### config.mk
export PLATFORM = sky130hd
export DESIGN_NAME = mem_stage
export DESIGN_NICKNAME = d
export VERILOG_FILES = /design/src/rtl/mem_stage.sv
export SDC_FILE = /design/constraint.sdc
export NUM_CORES = 1
export LEC_CHECK = 0
export CAP_MARGIN = 10
export CORE_MARGIN = 4
export CORE_UTILIZATION = 40
export DETAILED_ROUTE_END_ITERATION = 10
export PLACE_DENSITY = 0.81
export SLEW_MARGIN = 10
export SYNTH_ARGS = -nofsm -noshare
export SYNTH_HDL_FRONTEND = slang
export SYNTH_SLANG_ARGS = --single-unit
### constraint.sdc
create_clock -name clk -period 3.17 [get_ports clk]
set_input_delay 0.634 -clock clk [delete_from_list [all_inputs] [get_ports clk]]
set_output_delay 0.634 -clock clk [all_outputs]
set_load 0.02 [all_outputs]
### src/rtl/mem_stage.sv
// Memory stage of the 5-stage MIPS pipeline: latches the execute bus, aligns load
// data from the data SRAM, and drives the writeback bus and memory-stage forwarding.
module mem_stage #(
   parameter int ES_TO_MS_BUS_WD = 128,
   parameter int MS_TO_WS_BUS_WD = 123,
   parameter int MS_FWD_BUS_WD   = 39
) (
   input  logic                       clk,
   input  logic                       resetn,
   input  logic                       ws_allowin,
   output logic                       ms_allowin,
   input  logic                       es_to_ms_valid,
   input  logic [ES_TO_MS_BUS_WD-1:0] es_to_ms_bus,
   input  logic [31:0]                data_sram_rdata,
   output logic                       ms_to_ws_valid,
   output logic [MS_TO_WS_BUS_WD-1:0] ms_to_ws_bus,
   output logic [MS_FWD_BUS_WD-1:0]   ms_fwd_bus,
   output logic                       ms_ex,
   input  logic                       flush
);

   function automatic logic [31:0] ext_byte(input logic [7:0] b, input logic sgn);
      logic signed [7:0] sb;
      sb = b;
      return sgn ? 32'(sb) : 32'(b);
   endfunction

   function automatic logic [31:0] ext_half(input logic [15:0] h, input logic sgn);
      logic signed [15:0] sh;
      sh = h;
      return sgn ? 32'(sh) : 32'(h);
   endfunction

   logic                       ms_valid;
   logic                       ms_ready_go;
   logic [ES_TO_MS_BUS_WD-1:0] ms_bus_p0;
   logic                       rdata_hold;
   logic [31:0]                rdata_r;

   logic [31:0] badvaddr;
   logic [10:0] c0_bus;
   logic        bd;
   logic        ex;
   logic [4:0]  excode;
   logic        ld_lw, ld_lb, ld_lbu, ld_lh, ld_lhu, ld_lwl, ld_lwr;
   logic        res_from_mem;
   logic        gr_we;
   logic [4:0]  dest;
   logic [31:0] alu_res;
   logic [31:0] pc;

   assign {badvaddr, c0_bus, bd, ex, excode,
           ld_lw, ld_lb, ld_lbu, ld_lh, ld_lhu, ld_lwl, ld_lwr,
           res_from_mem, gr_we, dest, alu_res, pc} = ms_bus_p0;

   // Handshake
   assign ms_ready_go    = 1'b1;
   assign ms_allowin     = !ms_valid || (ms_ready_go && ws_allowin);
   assign ms_to_ws_valid = ms_valid && ms_ready_go && !flush;

   always_ff @(posedge clk or negedge resetn) begin
      if (!resetn) begin
         ms_valid <= 1'b0;
      end else if (ms_allowin) begin
         ms_valid <= es_to_ms_valid && !flush;
      end else if (flush) begin
         ms_valid <= 1'b0;
      end
   end

   always_ff @(posedge clk or negedge resetn) begin
      if (!resetn) begin
         ms_bus_p0 <= '0;
      end else if (es_to_ms_valid && ms_allowin) begin
         ms_bus_p0 <= es_to_ms_bus;
      end
   end

   // SRAM data is only guaranteed in the first cycle; keep a copy across stalls
   always_ff @(posedge clk or negedge resetn) begin
      if (!resetn) begin
         rdata_hold <= 1'b0;
         rdata_r    <= '0;
      end else if (ms_allowin || flush) begin
         rdata_hold <= 1'b0;
      end else if (ms_valid && !rdata_hold) begin
         rdata_hold <= 1'b1;
         rdata_r    <= data_sram_rdata;
      end
   end

   logic [31:0] mem_word;
   logic [1:0]  pos;
   logic [31:0] byte_shift;
   logic [15:0] half_sel;
   logic [31:0] load_result;
   logic [3:0]  load_wen;
   logic [31:0] final_result;
   logic [3:0]  rf_wen;

   assign mem_word   = rdata_hold ? rdata_r : data_sram_rdata;
   assign pos        = alu_res[1:0];
   assign byte_shift = mem_word >> {pos, 3'b000};
   assign half_sel   = pos[1] ? mem_word[31:16] : mem_word[15:0];

   always_comb begin
      load_result = mem_word;
      load_wen    = {4{gr_we}};
      if (ld_lb || ld_lbu) begin
         load_result = ext_byte(byte_shift[7:0], ld_lb);
      end else if (ld_lh || ld_lhu) begin
         load_result = ext_half(half_sel, ld_lh);
      end else if (ld_lwl) begin
         load_result = mem_word << {2'd3 - pos, 3'b000};
         case (pos)
            2'd0:    load_wen = 4'b1000;
            2'd1:    load_wen = 4'b1100;
            2'd2:    load_wen = 4'b1110;
            default: load_wen = 4'b1111;
         endcase
      end else if (ld_lwr) begin
         load_result = mem_word >> {pos, 3'b000};
         case (pos)
            2'd0:    load_wen = 4'b1111;
            2'd1:    load_wen = 4'b0111;
            2'd2:    load_wen = 4'b0011;
            default: load_wen = 4'b0001;
         endcase
      end else if (ld_lw) begin
         load_result = mem_word;
      end
   end

   assign final_result = res_from_mem ? load_result : alu_res;
   assign ms_ex        = ms_valid && ex;
   // An excepting instruction must never update the register file
   assign rf_wen       = ex ? 4'b0000 : load_wen;

   assign ms_to_ws_bus = {badvaddr, c0_bus, bd, ex, excode,
                          rf_wen, dest, final_result, pc};

   assign ms_fwd_bus = {ms_valid && c0_bus[8],
                        ms_valid && (rf_wen != 4'b0000) && !flush,
                        dest, final_result};

endmodule
==> run_results.csv <==
group,metric,value,unit
clocking,clock_latency,0.43,ns
drt,first_pass_iters,5,
global_routing,grt_max_degree,58,
setup_path,endpoint,"ms_to_ws_bus[43]",
global_routing,antenna_found_initial,1,
clocking,clock_sinks,161,
setup_path,worstPathCellList,"buf_6 -> mux2i_1 -> mux4_2 -> o21ai_4 -> nor2_2 -> buf_6 -> a211oi_4 -> buf_4",
setup_path,cp.required,2.54,ns
die,rows,56,
drt,vias,7802,
layout,diodes,0,
synth,syn_avg_cell_area,11.4,µm²
run,cap_violations,0,
outcome,status,"finished with violations",
clocking,cts_buffer_depth,2,
timing,fin_skew,0.00938,ns
outcome,violations,"negative setup slack",
setup_path,r2r_cells,5,
drt,wire_per_inst,22.0,µm
setup_path,crit_path_start_kind,"flip-flop",
setup_path,crit_type,"flip-flop to output pin",
timing,rsz0062_at_grt,"yes",
synth,ys_warn_count,0,
timing,worst_pin_slew,0.495,ns
hold_path,hp-class,"input port to asynchronous set/reset pin",
setup_path,cp_slowest_cell,"mux4_2",
place,numPortBuffers,328,
drt,via_per_inst,5.40,
setup_path,startpoint,"rdata_hold$_DFFE_PN0P_",
synth,synth-seq-area-share,42.2,%
synth,netlist_area,9540,µm²
die,io_pins,330,
timing,final.period_utilization,104,%
drt,ant_nets,0,
clocking,path_clk_slew,0.07,ns
timing,period_needed,3.30,ns
timing,final_max_slew_viol_count,0,
global_routing,grt-ovfl-total,0,
timing,fin_ws,-0.129,ns
place,placed_cells,1403,
layout,layout_commonest_cell,"clkdlybuf4s50_1",
clocking,root_buffer,"clkbuf_16",
layout,final_util,60.1,%
place,routabilityCongestion,0.976,
timing,setup_viol,48,
drt,drtIter0Drc,476,
setup_path,arrival,2.66,ns
setup_path,r2r_end,"rdata_r[21]$_DFFE_PN0P_",
layout,fin_nets,1278,
synth,synth-edff-count,0,
clocking,ctsHtreeMaxLevel,4,
synth,synthFlopType,"dfrtp_1",
power_and_ir_drop,p_total,0.00787,W
drt,routed_wl,31800,µm
place,hpwl,24100,µm
place,dp_slack,-0.706,ns
die,die-area,26400,µm²
timing,timing.fmax,0.303,GHz
clocking,hold_buffers,0,
global_routing,grt_first_pass_wirelength,47700,µm
synth,syn_inst,836,
power_and_ir_drop,cellPowerDensity,558,nW/µm²
layout,syn2layout_area_growth,47.9,%
setup_path,slowest_delay,0.60,ns
global_routing,grt_pass1_vias,8214,
setup_path,r2r_setup_slack,1.38,ns
power_and_ir_drop,p_leak,5.72,nW
synth,async_reset_ff_share,100,%
die,initial_utilization,40.6,%
synth,ys_seq_elements,161,
global_routing,grtUsageTotal,23.4,%
clocking,cts_buffers,17,
die,die_y,162,µm
synth,syn-num-nets,1001,
layout,most-common-layout-cells,"clkdlybuf4s50_1 (254), mux2_2 (179), dfrtp_1 (159)",
timing,slew_headroom,67.0,%
setup_path,cpMostUsedCell,"buf_6",
timing,hold_violations,0,
setup_path,r2r_start,"rdata_hold$_DFFE_PN0P_",
power_and_ir_drop,peakVddDrop,0.387,mV
die,die_x,162,µm
layout,final_cells,1445,
setup_path,critPathMaxFanout,8,
die,coreArea,23500,µm²
clocking,cts_tree,"done",
layout,drive_gt1_share,43.3,%
drt,drcViolationCount,0,
setup_path,endpoint_kind,"output pin",
synth,yosysUniqueCellTypes,56,
==> registers in the layout (all words and copies together), names as in the netlist <==
register / count
ms_valid: 1
rdata_r: 32
rdata_hold: 1
ms_bus_p0: 127
==> what timing repair did <==
action	4_1_cts	5_1_grt
setup endpoints to repair	65	65
buffers inserted	4	3
gates resized for setup	411	80
cloned	1	2
pin swaps	16	16
==> metal layers <==
layer / wire, µm / up-vias / GRT usage (%)
li1: - / 3512 / -
met1: 11500 / 3876 / 25.7
met2: 16900 / 352 / 42.4
met3: 2460 / 60 / 7.26
met4: 979 / 2 / 8.46
met5: 8 / - / 0
==> where the power goes <==
group | total [W] | switching [W] | leakage, nW | internal (W)
clock network | 0.00209 | 0.00103 | 0.288 | 0.00106
logic | 0.00323 | 0.00159 | 3.54 | 0.00164
registers | 0.00255 | 0.000193 | 1.89 | 0.00236
==> worst min path at each step <==
stage | startpoint | endpoint | slack [ns]
after floorplan | resetn | ms_bus_p0[0]$_DFFE_PN0P_ | 0.34
after global placement | rdata_r[30]$_DFFE_PN0P_ | rdata_r[30]$_DFFE_PN0P_ | 0.48
after detailed placement | ms_bus_p0[94]$_DFFE_PN0P_ | ms_bus_p0[94]$_DFFE_PN0P_ | 0.49
after CTS | resetn | rdata_r[12]$_DFFE_PN0P_ | 0.16
after global routing | resetn | rdata_r[5]$_DFFE_PN0P_ | 0.18
final | resetn | rdata_r[12]$_DFFE_PN0P_ | 0.14
==> logic make-up after synthesis <==
| logic type | Yosys count | synth area share [%] |
|---|---|---|
| mux | 223 | 27.2 |
| compound gates | 167 | 12.9 |
| buf+inv | 189 | 12.8 |
| flops | 161 | 42.2 |
| simple gates | 96 | 4.82 |
==> Yosys cell counts, types with 3 or more instances <==
master     count  area share (%)
nand2b_1       4            0.26
nor3_1        13            0.68
buf_1          4            0.16
inv_1          6            0.24
a221oi_1       4            0.37
a21boi_0       3            0.24
buf_2         13            0.68
nand2_1       19            0.75
and2_1         4            0.26
o22a_1        12             1.1
mux4_2        11             2.6
a22oi_1        3            0.24
mux2_2       180              21
o221a_2        7            0.83
dfrtp_1      161              42
a21o_1         6            0.47
a2bb2oi_1      7            0.64
o22ai_1       29             1.9
nor2_1        35             1.4
buf_4        126             9.9
clkbuf_1      36             1.4
o221ai_1      19             1.7
o21ai_0       11            0.58
a211oi_1      15             1.2
a21oi_1       28             1.5
buf_6          3            0.35
o31ai_1        3            0.24
o2bb2ai_1      3            0.28
mux2i_1       32             3.4
or2_2          5            0.33
nor2b_1        3            0.20
==> metrics by stage <==
step                cell area (µm²)  hold WS (ns)  TNS [ns]
CTS                           13700         0.164     -4.12
global placement              12900         0.483    -33.48
finish                        14100         0.139     -3.62
global route                  14100         0.181     -8.03
floorplan                      9540         0.338    -0.533
detailed placement            12900         0.493    -35.31
==> cell type report <==
| cell class | instances | area, µm² |
|---|---|---|
| clock buffer | 18 | 429 |
| clock inverter | 14 | 153 |
| fill | 1875 | 9370 |
| inverter | 7 | 28.8 |
| multi-input combinational | 486 | 4720 |
| sequential | 161 | 4030 |
| tap | 319 | 399 |
| timing repair buffer | 440 | 4340 |
==> worst max-delay path: cells and delay by family (launching register included) <==
family          cells  cell delay (ns)
compound gates      2             0.47
buf+inv             3             0.51
flops               1             0.42
mux                 2             0.73
simple gates        1             0.10
Power figures use the tool's default switching activity.
